--- config.mk ---
export PLATFORM = sky130hd
export DESIGN_NAME = if_fetch_queue_flat
export DESIGN_NICKNAME = d
export VERILOG_FILES = /design/src/rtl/if_fetch_queue_if.sv /design/src/rtl/if_fetch_queue.sv /design/src/flat_wrapper.sv
export SDC_FILE = /design/constraint.sdc
export NUM_CORES = 1
export LEC_CHECK = 0
export CORE_ASPECT_RATIO = 0.75
export CORE_MARGIN = 2
export CORE_UTILIZATION = 51
export CTS_BUF_LIST = sky130_fd_sc_hd__clkbuf_16
export DETAILED_ROUTE_END_ITERATION = 7
export PLACE_DENSITY = 0.79
export RECOVER_POWER = 50
export SLEW_MARGIN = 20
export SYNTH_ARGS = -nofsm -noshare
export SYNTH_HDL_FRONTEND = slang
export SYNTH_SLANG_ARGS = --single-unit
--- constraint.sdc ---
create_clock -name clk -period 7.93 [get_ports clk]
set_input_delay 0.793 -clock clk [delete_from_list [all_inputs] [get_ports clk]]
set_output_delay 0.793 -clock clk [all_outputs]
set_load 0.02 [all_outputs]
--- src/rtl/if_fetch_queue_if.sv ---
// Fetch-queue bundle: instruction-cache read port, redirect/stall inputs
// and the fetch-stage outputs feeding the IF/ID register.
interface if_fetch_queue_if;
    logic        imem_read;
    logic [31:0] imem_address;
    logic        imem_resp;
    logic [31:0] imem_rdata;
    logic        redirect;
    logic [31:0] redirect_pc;
    logic        ifid_stall;
    logic        if_valid;
    logic [31:0] if_pc;
    logic [31:0] if_rdata;
    logic        ifid_load;
    logic        ifid_rst;

    modport master (
        output imem_read, imem_address,
        output if_valid, if_pc, if_rdata,
        output ifid_load, ifid_rst,
        input  imem_resp, imem_rdata,
        input  redirect, redirect_pc, ifid_stall
    );

    modport slave (
        input  imem_read, imem_address,
        input  if_valid, if_pc, if_rdata,
        input  ifid_load, ifid_rst,
        output imem_resp, imem_rdata,
        output redirect, redirect_pc, ifid_stall
    );
endinterface

--- src/rtl/if_fetch_queue.sv ---
// Fetch stage: PC generator, single-outstanding icache read, small
// instruction queue and IF/ID load/bubble control.
module if_fetch_queue #(
    parameter int          DEPTH    = 2,
    parameter logic [31:0] RESET_PC = 32'h0000_0060
) (
    input  logic              clk,
    input  logic              rst,
    if_fetch_queue_if.master  fq
);
    localparam int PTR_W = (DEPTH > 1) ? $clog2(DEPTH) : 1;
    localparam int CNT_W = $clog2(DEPTH + 1);
    localparam logic [CNT_W-1:0] FULL = CNT_W'(DEPTH);

    typedef enum logic [1:0] {
        IDLE    = 2'd0,
        FETCH   = 2'd1,
        DISCARD = 2'd2
    } state_t;

    state_t            state_q, state_d;
    logic [31:0]       fetch_pc_q, fetch_pc_d;
    logic [31:0]       stale_pc_q, stale_pc_d;
    logic [CNT_W-1:0]  count_q, count_d;
    logic [PTR_W-1:0]  rd_ptr_q, rd_ptr_d;
    logic [PTR_W-1:0]  wr_ptr_q, wr_ptr_d;
    logic [31:0]       pc_mem_q   [DEPTH];
    logic [31:0]       data_mem_q [DEPTH];

    logic valid;
    logic push;
    logic pop;

    assign valid = (count_q != '0);
    assign push  = (state_q == FETCH) & fq.imem_resp & ~fq.redirect;
    assign pop   = valid & ~fq.ifid_stall & ~fq.redirect;

    assign fq.if_valid  = valid;
    assign fq.if_pc     = pc_mem_q[rd_ptr_q];
    assign fq.if_rdata  = data_mem_q[rd_ptr_q];
    assign fq.ifid_load = pop;
    assign fq.ifid_rst  = fq.redirect | (~valid & ~fq.ifid_stall);

    // Queue occupancy and pointers; a redirect flushes everything.
    always_comb begin
        count_d  = count_q;
        rd_ptr_d = rd_ptr_q;
        wr_ptr_d = wr_ptr_q;
        if (fq.redirect) begin
            count_d  = '0;
            rd_ptr_d = '0;
            wr_ptr_d = '0;
        end else begin
            if (push) wr_ptr_d = wr_ptr_q + 1'b1;
            if (pop)  rd_ptr_d = rd_ptr_q + 1'b1;
            if (push && !pop)
                count_d = count_q + 1'b1;
            else if (!push && pop)
                count_d = count_q - 1'b1;
        end
    end

    // Request FSM: next state, fetch/stale PCs and cache request outputs.
    always_comb begin
        state_d         = state_q;
        fetch_pc_d      = fetch_pc_q;
        stale_pc_d      = stale_pc_q;
        fq.imem_read    = 1'b0;
        fq.imem_address = fetch_pc_q;
        if (fq.redirect)
            fetch_pc_d = fq.redirect_pc;
        else if (push)
            fetch_pc_d = fetch_pc_q + 32'd4;
        unique case (state_q)
            IDLE: begin
                if (fq.redirect || (count_q < FULL))
                    state_d = FETCH;
            end
            FETCH: begin
                fq.imem_read = 1'b1;
                if (fq.imem_resp) begin
                    if (fq.redirect)
                        state_d = FETCH;
                    else
                        state_d = (count_d < FULL) ? FETCH : IDLE;
                end else if (fq.redirect) begin
                    stale_pc_d = fetch_pc_q;
                    state_d    = DISCARD;
                end
            end
            DISCARD: begin
                fq.imem_read    = 1'b1;
                fq.imem_address = stale_pc_q;
                if (fq.imem_resp)
                    state_d = FETCH;
            end
            default: state_d = IDLE;
        endcase
    end

    // Control state registers with synchronous reset.
    always_ff @(posedge clk) begin
        if (rst) begin
            state_q    <= IDLE;
            fetch_pc_q <= RESET_PC;
            stale_pc_q <= RESET_PC;
            count_q    <= '0;
            rd_ptr_q   <= '0;
            wr_ptr_q   <= '0;
        end else begin
            state_q    <= state_d;
            fetch_pc_q <= fetch_pc_d;
            stale_pc_q <= stale_pc_d;
            count_q    <= count_d;
            rd_ptr_q   <= rd_ptr_d;
            wr_ptr_q   <= wr_ptr_d;
        end
    end

    // Queue storage: write the returned word and its PC at the tail.
    always_ff @(posedge clk) begin
        if (!rst && push) begin
            pc_mem_q[wr_ptr_q]   <= fetch_pc_q;
            data_mem_q[wr_ptr_q] <= fq.imem_rdata;
        end
    end
endmodule
--- src/flat_wrapper.sv ---
// flat-port wrapper written by rule: the top's interface ports become plain ports
module if_fetch_queue_flat 
#(
    parameter int          DEPTH    = 2,
    parameter logic [31:0] RESET_PC = 32'h0000_0060
)
  (clk, rst, fq_imem_read, fq_imem_address, fq_if_valid, fq_if_pc, fq_if_rdata, fq_ifid_load, fq_ifid_rst, fq_imem_resp, fq_imem_rdata, fq_redirect, fq_redirect_pc, fq_ifid_stall);
  if_fetch_queue_if fq_i ();
  input  logic clk;
  input  logic rst;
  output wire logic [$bits(fq_i.imem_read)-1:0] fq_imem_read;
  output wire logic [$bits(fq_i.imem_address)-1:0] fq_imem_address;
  output wire logic [$bits(fq_i.if_valid)-1:0] fq_if_valid;
  output wire logic [$bits(fq_i.if_pc)-1:0] fq_if_pc;
  output wire logic [$bits(fq_i.if_rdata)-1:0] fq_if_rdata;
  output wire logic [$bits(fq_i.ifid_load)-1:0] fq_ifid_load;
  output wire logic [$bits(fq_i.ifid_rst)-1:0] fq_ifid_rst;
  input wire logic [$bits(fq_i.imem_resp)-1:0] fq_imem_resp;
  input wire logic [$bits(fq_i.imem_rdata)-1:0] fq_imem_rdata;
  input wire logic [$bits(fq_i.redirect)-1:0] fq_redirect;
  input wire logic [$bits(fq_i.redirect_pc)-1:0] fq_redirect_pc;
  input wire logic [$bits(fq_i.ifid_stall)-1:0] fq_ifid_stall;
  assign fq_imem_read = fq_i.imem_read;
  assign fq_imem_address = fq_i.imem_address;
  assign fq_if_valid = fq_i.if_valid;
  assign fq_if_pc = fq_i.if_pc;
  assign fq_if_rdata = fq_i.if_rdata;
  assign fq_ifid_load = fq_i.ifid_load;
  assign fq_ifid_rst = fq_i.ifid_rst;
  assign fq_i.imem_resp = fq_imem_resp;
  assign fq_i.imem_rdata = fq_imem_rdata;
  assign fq_i.redirect = fq_redirect;
  assign fq_i.redirect_pc = fq_redirect_pc;
  assign fq_i.ifid_stall = fq_ifid_stall;
  if_fetch_queue #(.DEPTH(DEPTH), .RESET_PC(RESET_PC)) u_core (.clk(clk), .rst(rst), .fq(fq_i));
endmodule
* Word-level counts from Yosys, hierarchy flattened
Memory sizes are Yosys's and may differ from the RTL's. A register that Yosys moved wholly into a read port is not among the register bits.
Index checks and enable logic that the tools add are counted.
** Operators by class
- $add $sub $neg :: 5
- Order comparisons :: 2
- Eq/ne operators :: 5
- Mux-type cells :: 20
- Bitwise logic cells :: 10
- Reductions and logical operators :: 14
** Operators with widths (number)
- two-way mux 32 bit :: 3
- adder 32 x 3 -> 32 bit, second input constant :: 1
- two-way mux 2 bit :: 8
- two-way mux 1 bit :: 8
- one-hot mux 2 bit (3 select lines) :: 1
- AND reduction 3 bit :: 2
- bitwise AND 1 bit :: 5
- less-than comparator 2 bit, second input constant :: 2
- inverter 1 bit :: 4
- nonzero test 2 bit :: 2
- OR reduction 2 bit :: 2
- logical AND 1 bit :: 3
- zero test 1 bit :: 3
- inequality test 3 bit, second input constant :: 1
- adder 1 bit, second input constant :: 2
- adder 2 x 1 -> 2 bit, second input constant :: 1
- == test 2 x 1 -> 1 bit, second input constant :: 1
- == test 2 bit, second input constant :: 1
- zero test 2 bit :: 1
- inequality test 2 x 1 -> 1 bit, second input constant :: 1
- inequality test 2 bit, second input constant :: 1
- subtractor 2 x 1 -> 2 bit, second input constant :: 1
- logical OR 1 bit :: 1
- OR 1 bit :: 1
** Word-level totals
- Flip-flop bits (word level) :: 70
- RAM bits :: 128
- Bits of input ports :: 69
- Output and inout port bits :: 100
- Logic and storage cells :: 64
- Memories :: 2
** Memory list
- u_core.data_mem_q :: words 2, bits a word 32, read ports 1, clocked after memory_dff 1, write ports 1, line if_fetch_queue.sv:28 : logic [31:0] data_mem_q [DEPTH];
- u_core.pc_mem_q :: words 2, bits a word 32, read ports 1, clocked after memory_dff 1, write ports 1, line if_fetch_queue.sv:27 : logic [31:0] pc_mem_q [DEPTH];

* Longest topological paths before layout
Gate-level depths: netlist of run 1.
- Depth in word-level cells :: 13
- Mapped depth :: 10

* Least setup slack after synthesis of run 1
No wires, ideal clock.
- Path kind :: input-to-reg
- From :: input fq_redirect
- To :: memory u_core.data_mem_q[0][0] (enable)
- Data arrival time :: 5811 ps
- Required time :: 7365 ps
- Slack :: 1555 ps
- Stages :: 4
- Buffers on the path :: 2
- Cell sequence :: clkbuf_1 or2_2 clkbuf_1 nor3_1
** Between the ends
- Word-level cells in the longest chain between the ends :: 5
** RTL lines
- from (decl) :: line flat_wrapper.sv:20 : input wire logic [$bits(fq_i.redirect)-1:0] fq_redirect;
- inverter 1 bit :: line if_fetch_queue.sv:35 : assign push = (state_q == FETCH) & fq.imem_resp & ~fq.redirect;
- bitwise AND 1 bit :: line if_fetch_queue.sv:35
- logical AND 1 bit :: line if_fetch_queue.sv:122 : if (!rst && push) begin
- two-way mux 1 bit :: line if_fetch_queue.sv:122
- two-way mux 1 bit (not written as such) :: line if_fetch_queue.sv:124 : data_mem_q[wr_ptr_q] <= fq.imem_rdata;
- to (decl) :: line if_fetch_queue.sv:28
No other way between the ends.

* Worst setup path in the final report of run 1
- From :: input fq_redirect
- To :: output fq_ifid_rst
** Between the ends
- Word-level cells in the longest chain between the ends :: 1
** RTL lines
- OR 1 bit :: line if_fetch_queue.sv:42 : assign fq.ifid_rst = fq.redirect | (~valid & ~fq.ifid_stall);
- to (decl) :: line flat_wrapper.sv:17 : output wire logic [$bits(fq_i.ifid_rst)-1:0] fq_ifid_rst;
No other way between the ends.

==> results of run 1 <==
report_power, final:
group,leakage [µW],switching [µW],total (µW),internal (µW)
sequential,0.00174,27.0,1150,1130
combinational,0.00160,95.8,188,92.2
clock,0.000292,389,861,472
total,0.00363,512,2200,1690
through the flow:
step                power, µW  hold slack [ns]  cell area [µm²]
finish                   2200            0.454            10700
global route             2280            0.463            10700
CTS                      2220            0.455            10700
detailed placement       1370            0.443            10100
global placement         1360            0.439            10100
floorplan                1270            0.424             8250
metal layers:
layer  vias up  global-route usage (%)  share of wire (%)
li1       2644                       -                  -
met1      2613                    27.7                 43
met2       202                    36.5                 48
met3        21                    6.18                8.1
met4         2                    8.41                1.1
met5         -                       0              0.070
sequential cells by signal (all words and copies together) (netlist names), named ones only:
register,cells
u_core.data_mem_q,64
u_core.rd_ptr_q,1
u_core.wr_ptr_q,1
u_core.count_q,2
u_core.stale_pc_q,32
u_core.state_q,2
u_core.fetch_pc_q,32
u_core.pc_mem_q,64
critical path: cells and delay by family:
family | cells | cell delay (ns)
AOI/OAI and AO/OA | 1 | 0.23
buffers and inverters | 3 | 2.64
layout make-up:
class	instances	area share, %
flip-flops and latches	199	49.3
diodes	3	0.0703
repair buffers	175	16.1
inverters	13	0.457
clock inverters	15	1.53
clock buffers	17	3.98
well taps	210	2.46
multi-input cells	394	26.1
kinds of logic (layout without fill, tap and decap cells):
logic type,Yosys count,in the layout,synth area share [%]
flops,199,199,63.8
simple gates,182,182,10.6
mux,101,101,13.7
compound gates,74,74,5.37
buf+inv,48,220,2.27
xor+xnor,29,29,3.08
fa+ha+maj,8,8,1.21
other cells,0,3,0
path summary, 6_finish.rpt:
path,from,to,slack (ns),depth (start not counted)
min reg2reg,u_core.stale_pc_q[22],u_core.stale_pc_q[22],0.45,2
max reg2reg,u_core.state_q[1],u_core.fetch_pc_q[28],4.73,7
min,u_core.stale_pc_q[22],u_core.stale_pc_q[22],0.45,2
max,fq_redirect,fq_ifid_rst,3.48,4
cell usage in the layout (no fill, tap or decap), types with 3 or more instances in the layout:
cell and n:
clkdlybuf4s50_1 131, edfxtp_1 128, mux2_2 93, nand2_1 88
dfxtp_1 70, a21oi_1 44, nor2_1 37, dlygate4sd3_1 36
clkbuf_16 17, xnor2_1 15, a211oi_1 15, inv_1 14
xor2_1 14, nand3_1 13, mux2i_1 8, nand4_1 7
ha_1 7, o21ai_0 6, nor3_1 6, and3_1 6
and4_1 5, inv_6 5, nor4_1 4, buf_4 4
diode_2 3, or3_1 3, o22ai_1 3, a211oi_2 3
clkbuf_1 3
==> impl_metrics.csv, run 1 <==
group,metric,value,unit
drt,dr.pass1.iters,6,
synth,yosysSeqAreaShare,63.8,%
drt,vias,5482,
status,outcome,"finished, violations left",
synth,synth_edf_count,128,
synth,ys.flop_type,"edfxtp_1",
finish,finalNonFillerCells,1026,
finish,regArea,5270,µm²
sta,period_share,56.2,%
clocking,cts.repair.resized,0,
clocking,cts_tree,"yes",
synth,syn_nets,718,
drt,vias_per_cell,5.34,
sta,fin_crit,4.45,ns
critical_path,crit_type,"input pin to output pin",
sta,worst_slew_pin_slew,1.70,ns
synth,synthTopCellsByArea,"edfxtp_1 47%, dfxtp_1 17%, mux2_2 13%",
floorplanning,coreArea,15900,µm²
clocking,clkTransAtPathRegs,0.07,ns
floorplanning,rows,40,
clocking,h-tree-depth,4,
finish,multi_input_area,2790,µm²
status,violations,"capacitance limit, slew limit",
sta,setup_violations,0,
clocking,hold_buffers,0,
clocking,clock_sinks,199,
sta,maxSlewViolCount,44,
place,dp_slack,3.89,ns
synth,synthMostInstantiatedCell,"edfxtp_1",
place,post-dp-hpwl,12.1,mm
sta,skew,0.00751,ns
synth,netlist_area,8250,µm²
critical_path,worstPathRequired,7.14,ns
hold_path,min_path_type,"flop to flop",
clocking,clock_path_buffers,2,
sta,slew_headroom,-14.1,%
global_routing,grt_max_degree,69,
critical_path,crit_path_end_kind,"output pin",
critical_path,slowest_delay,1.19,ns
place,gp_congestion,0.761,
place,place_inst,991,
finish,synthToLayoutAreaGrowth,29.5,%
floorplanning,die_w,151,µm
clocking,clock-root-buffer,"clkbuf_16",
job,maxCapViolCount,3,
floorplanning,start_util,51.8,%
clocking,clkLatencyLatePin,0.43,ns
pwr,power.density,206,nW/µm²
synth,yosys-top-cells-count,"128 x edfxtp_1, 93 x mux2_2, 89 x nand2_1, 71 x dfxtp_1, 44 x a21oi_1",
sta,rsz0062_at_grt,"no",
synth,ys_types,38,
drt,drc,0,
drt,route.detailed.wl_per_inst,18.2,µm
global_routing,antenna_found_initial,5,
synth,synthArstFlopShare,0,%
sta,post-route-worst-setup-slack,3.48,ns
synth,netlist_instances,641,
critical_path,start_kind,"input pin",
synth,avgSynthCellArea,12.9,µm²
global_routing,grt-ovfl-total,0,
sta,setup_tns,0,ns
sta,max_freq,225,MHz
synth,synth_top_area_cell,"edfxtp_1",
finish,drive_gt1_share,17.1,%
synth,synth_seq_cells,199,
sta,finalHoldViolations,0,
floorplanning,dieArea,17200,µm²
pwr,leakagePower,0.00363,µW
clocking,cts_made_buffers,17,
finish,fillCellCount,1122,
clocking,cts_setup_buffers,0,
global_routing,grt_pass1_vias,5602,
critical_path,crit_fanout,46,
finish,finish.utilization,67.1,%
floorplanning,ios,169,
global_routing,grt_pass1_wl,28.8,mm
synth,yosysWarningCount,0,
pwr,peakVddDrop,0.140,mV
drt,ant_nets,0,
drt,drt_wl_total,18.7,mm
critical_path,critPathArrivalTime,3.66,ns
place,port_buffers,168,
drt,drt_iter0_drc,370,
global_routing,track_usage,22.0,%
finish,nNetsFinal,877,
critical_path,path_cells,"dlygate4sd3_1 -> inv_1 -> o21ai_0 -> clkdlybuf4s50_1",
synth,synth_top_area_share,46.6,%
critical_path,critPathSlowestCell,"inv_1",
floorplanning,die_y,114,µm
No activity file was read; power rests on OpenSTA's default activity.
==> run 2, diff against run 1 <==
==> constraint.sdc (replaced) <==
create_clock -name clk -period 4.2 [get_ports clk]
set_input_delay 0.42 -clock clk [delete_from_list [all_inputs] [get_ports clk]]
set_output_delay 0.42 -clock clk [all_outputs]
set_load 0.02 [all_outputs]
==> impl_metrics.csv, run 2 (same netlist as run 1, synthesis figures left out) <==
group,metric,value,unit
status,outcome,"finished clean",
pwr,switching_share,24.0,%
finish,drive_gt1_share,17.1,%
critical_path,slowest_delay,0.77,ns
clocking,cts_made_buffers,17,
global_routing,grt_pass1_vias,5560,
finish,antenna_cells,0,
floorplanning,start_util,51.8,%
finish,fillCellCount,1146,
drt,drc,0,
critical_path,r2r_start,"u_core.state_q[1]",
finish,layout_commonest_cell,"clkdlybuf4s50_1",
finish,synthToLayoutAreaGrowth,29.3,%
floorplanning,dieArea,17200,µm²
floorplanning,die_y,114,µm
clocking,hold_buffers,0,
sta,maxSlewViolCount,0,
critical_path,start_kind,"input pin",
drt,wl_met1,8.18,mm
drt,vias_per_cell,5.39,
pwr,total_power,4050,µW
pwr,peakVddDrop,0.263,mV
hold_path,min_path_type,"flop to flop",
clocking,clock_path_buffers,2,
pwr,power.density,379,nW/µm²
hold_path,worstHoldStart,"u_core.stale_pc_q[26]",
global_routing,grt_pass1_wl,28.5,mm
drt,route.detailed.wl_per_inst,17.9,µm
critical_path,crit_fanout,24,
pwr,power_frac_seq,53.8,%
clocking,h-tree-depth,4,
critical_path,crit_start,"fq_redirect",
drt,vias,5527,
clocking,cts.repair.resized,0,
drt,met3_length,1.33,mm
sta,finalHoldViolations,0,
pwr,p_sw,972,µW
critical_path,path_cells,"dlygate4sd3_1 -> clkbuf_1 -> inv_1 -> o21ai_0 -> clkdlybuf4s50_1",
clocking,clock-root-buffer,"clkbuf_16",
critical_path,crit_type,"input pin to output pin",
finish,finish.utilization,67.0,%
drt,dr.pass1.iters,4,
finish,largestRegisters,"u_core.data_mem_q x64, u_core.pc_mem_q x64",
pwr,comb_power_share,8.8,%
sta,period_share,78.4,%
global_routing,track_usage,21.7,%
critical_path,critPathArrivalTime,2.87,ns
floorplanning,ios,169,
finish,finalNonFillerCells,1025,
floorplanning,coreArea,15900,µm²
clocking,clock_sinks,199,
sta,skew,0.0121,ns
pwr,leakagePower,0.00363,µW
floorplanning,die_w,151,µm
sta,fin_crit,3.29,ns
finish,layout_common_cells,"132 x clkdlybuf4s50_1, 128 x edfxtp_1, 93 x mux2_2",
place,gp_congestion,0.828,
drt,ant_nets,0,
pwr,p_clk_share,37.4,%
global_routing,grt_max_degree,68,
floorplanning,rows,40,
drt,drt_wl_total,18.4,mm
sta,setup_violations,0,
pwr,p_int,3080,µW
global_routing,grt-ovfl-total,0,
drt,drt_iter0_drc,420,
critical_path,worstPathRequired,3.78,ns
sta,rsz0062_at_grt,"no",
place,port_buffers,168,
sta,max_freq,304,MHz
clocking,clkTransAtPathRegs,0.07,ns
critical_path,crit_path_end_kind,"output pin",
critical_path,critPathSlowestCell,"dlygate4sd3_1",
clocking,clkLatencyLatePin,0.43,ns
job,maxCapViolCount,0,
drt,route.top_layer_used,"met4",
clocking,cts_setup_buffers,0,
sta,worst_slew_pin_slew,1.29,ns
place,post-dp-hpwl,12.0,mm
place,place_inst,993,
drt,wl_met2,8.59,mm
finish,nNetsFinal,879,
clocking,cts_tree,"yes",
sta,slew_headroom,13.7,%
sta,setup_tns,0,ns
global_routing,antenna_found_initial,0,
-- run 2: power groups by stage --
stage	Sequential, µW	Clock (µW)	Combinational [µW]
6_report	2180	1510	355
5_1_grt	2180	1630	380
4_1_cts	2180	1540	367
3_5_place_dp	2220	0	363
3_3_place_gp	2220	0	356
2_1_floorplan	2210	0	188
-- run 2: metal layers --
layer,GRT usage (%),vias up
met5,0,-
li1,-,2641
met4,7.29,0
met2,35.1,203
met1,29.0,2663
met3,5.26,20
-- run 2: worst paths after layout --
kind | slack, ns | end | cells after the start
max reg2reg | 1.54 | u_core.pc_mem_q[1][19] | 5
min | 0.45 | u_core.stale_pc_q[26] | 2
max | 0.91 | fq_ifid_rst | 5
min reg2reg | 0.45 | u_core.stale_pc_q[26] | 2
-- run 2: metrics by stage --
step	hold slack [ns]	area [µm²]	worst slack, ns
after floorplan	0.424	8250	-1.80
after global placement	0.438	10100	1.43
after detailed placement	0.446	10100	1.32
final	0.454	10700	0.909
after global routing	0.477	10700	0.747
after CTS	0.366	10700	1.06
-- run 2: area by class of cell --
type | count | area, µm² | area share, %
Clock buffer | 17 | 425 | 3.99
Clock inverter | 15 | 125 | 1.17
Inverter | 13 | 48.8 | 0.457
Multi-Input combinational cell | 394 | 2800 | 26.2
Sequential cell | 199 | 5270 | 49.4
Tap cell | 210 | 263 | 2.46
Timing Repair Buffer | 177 | 1740 | 16.3
-- run 2: worst max-delay path, delay by kind of cell --
kind	cells	cell delay (ns)
compound gates	1	0.22
buf+inv	4	2.21
==> run 3, diff against run 2 <==
--- a/config.mk
+++ b/config.mk
@@ -7,10 +7,10 @@
 export LEC_CHECK = 0
 export CORE_ASPECT_RATIO = 0.75
 export CORE_MARGIN = 2
-export CORE_UTILIZATION = 51
+export CORE_UTILIZATION = 46
 export CTS_BUF_LIST = sky130_fd_sc_hd__clkbuf_16
 export DETAILED_ROUTE_END_ITERATION = 7
-export PLACE_DENSITY = 0.79
+export PLACE_DENSITY = 0.76
 export RECOVER_POWER = 50
 export SLEW_MARGIN = 20
 export SYNTH_ARGS = -nofsm -noshare
==> constraint.sdc (replaced) <==
create_clock -name clk -period 3 [get_ports clk]
set_input_delay 0.3 -clock clk [delete_from_list [all_inputs] [get_ports clk]]
set_output_delay 0.3 -clock clk [all_outputs]
set_load 0.02 [all_outputs]
==> impl_metrics.csv, run 3 (same netlist as run 1, synthesis figures left out) <==
group,metric,value,unit
clocking,hold_buffers,0,
floorplanning,die_y,120,µm
finish,antenna_cells,0,
clocking,cts_setup_buffers,0,
critical_path,slowest_delay,0.54,ns
place,post-dp-hpwl,12.9,mm
sta,maxSlewViolCount,0,
critical_path,rrSetupSlack,0.68,ns
critical_path,critPathArrivalTime,2.49,ns
job,maxCapViolCount,0,
clocking,clock_path_buffers,2,
sta,skew,0.0103,ns
pwr,peakVddDrop,0.332,mV
drt,drc,0,
status,outcome,"finished clean",
pwr,leakagePower,0.00369,µW
sta,finalHoldViolations,0,
critical_path,worstPathRequired,2.70,ns
floorplanning,dieArea,19000,µm²
clocking,cts_tree,"yes",
pwr,power.density,534,nW/µm²
hold_path,min_path_type,"input pin to flop",
critical_path,path_cells,"inv_1 -> ha_2 -> buf_12 -> mux2_2 -> clkdlybuf4s50_1",
critical_path,critPathSlowestCell,"clkdlybuf4s50_1",
floorplanning,ios,169,
place,dp_slack,0.480,ns
clocking,clkLatencyLatePin,0.44,ns
critical_path,crit_fanout,25,
sta,holdWs,0.450,ns
finish,layout_commonest_cell,"clkdlybuf4s50_1",
global_routing,track_usage,20.7,%
drt,drt_iter0_drc,340,
sta,rsz0062_at_grt,"no",
critical_path,crit_type,"flop to output pin",
critical_path,crit_buf_inv,3,
place,port_buffers,168,
sta,worst_slew_pin_slew,1.01,ns
finish,largestRegisters,"u_core.data_mem_q x64, u_core.pc_mem_q x64",
drt,route.detailed.wl_per_inst,18.1,µm
finish,finish.utilization,61.5,%
clocking,clock_sinks,199,
drt,vias_per_cell,5.35,
drt,dr.pass1.iters,5,
finish,layout_common_cells,"134 x clkdlybuf4s50_1, 128 x edfxtp_1, 93 x mux2_2",
floorplanning,coreArea,17600,µm²
sta,fin_crit,2.79,ns
finish,nNetsFinal,883,
finish,synthToLayoutAreaGrowth,31.2,%
global_routing,grt-ovfl-total,0,
global_routing,grt_max_degree,68,
floorplanning,die_w,159,µm
clocking,clock-root-buffer,"clkbuf_16",
global_routing,antenna_found_initial,0,
sta,setup_violations,0,
clocking,h-tree-depth,4,
critical_path,cp_top_family,"buffers and inverters",
drt,vias,5675,
critical_path,crit_path_end_kind,"output pin",
drt,ant_nets,0,
place,dpl_cell_area,10300,µm²
critical_path,start_kind,"flop",
drt,drt_wl_total,19.2,mm
clocking,cts.repair.resized,0,
finish,drive_gt1_share,18.3,%
global_routing,grt_pass1_vias,5842,
sta,post-route-worst-setup-slack,0.208,ns
sta,setup_tns,0,ns
sta,period_share,93.1,%
floorplanning,start_util,46.9,%
sta,slew_headroom,32.9,%
finish,finalInstanceArea,10800,µm²
sta,max_freq,358,MHz
finish,fillCellCount,1360,
global_routing,grt_pass1_wl,29.8,mm
place,gp_congestion,0.787,
floorplanning,rows,42,
clocking,clkTransAtPathRegs,0.07,ns
clocking,cts_made_buffers,17,
-- run 3: cell count changes in the layout (fill, tap and decap cells not counted), moves of 2 or more --
| cell | delta |
|---|---|
| nor3_1 | -2 |
| clkbuf_2 | +2 |
| clkbuf_4 | +2 |
| clkinvlp_4 | -2 |
| buf_12 | +2 |
| clkbuf_1 | -3 |
| dlygate4sd3_1 | -2 |
| nor3_4 | +2 |
| inv_8 | +5 |
| clkinv_1 | -2 |
| clkdlybuf4s50_1 | +2 |
-- run 3: power breakdown --
group          switching [µW]  internal (µW)  total, µW
Sequential               75.5           2980       3050
Clock                    1110           1120       2220
Combinational             257            251        508
Total                    1440           4340       5780
-- run 3: worst min-delay path, cell delays in order --
cell	delay [ns]
clkdlybuf4s50_1	0.40
nor2_1	0.09
a211oi_1	0.05
-- run 3: area by class of cell --
class                   count  area (µm²)  share of cell area [%]
clock buffers              17         425                    3.93
clock inverters            14         150                    1.39
inverters                  13        48.8                   0.451
multi-input cells         394        2820                    26.1
flip-flops and latches    199        5270                    48.7
well taps                 242         303                    2.80
repair buffers            181        1800                    16.7
-- run 3: metrics by stage --
stage | total power [µW] | instances
detailed placement | 3630 | 1029
global route | 5990 | 1060
global placement | 3610 | 1029
floorplan | 3350 | 641
finish | 5780 | 1060
CTS | 5840 | 1060
-- run 3: final timing paths --
check                                            from                     to  cells past startpoint
worst min register to register  u_core.stale_pc_q[26]  u_core.stale_pc_q[26]                      2
worst min-delay path               fq_redirect_pc[18]  u_core.fetch_pc_q[18]                      3
worst max register to register      u_core.state_q[1]  u_core.stale_pc_q[15]                      7
worst max-delay path                u_core.state_q[0]    fq_imem_address[11]                      5
-- run 3: metal layers --
layer	global-route usage [%]	routed length [µm]	vias to the layer above
met5	0	0	-
met4	8.50	433	0
met3	5.31	1660	38
met2	32.9	8830	258
met1	27.0	8280	2730
li1	-	-	2649
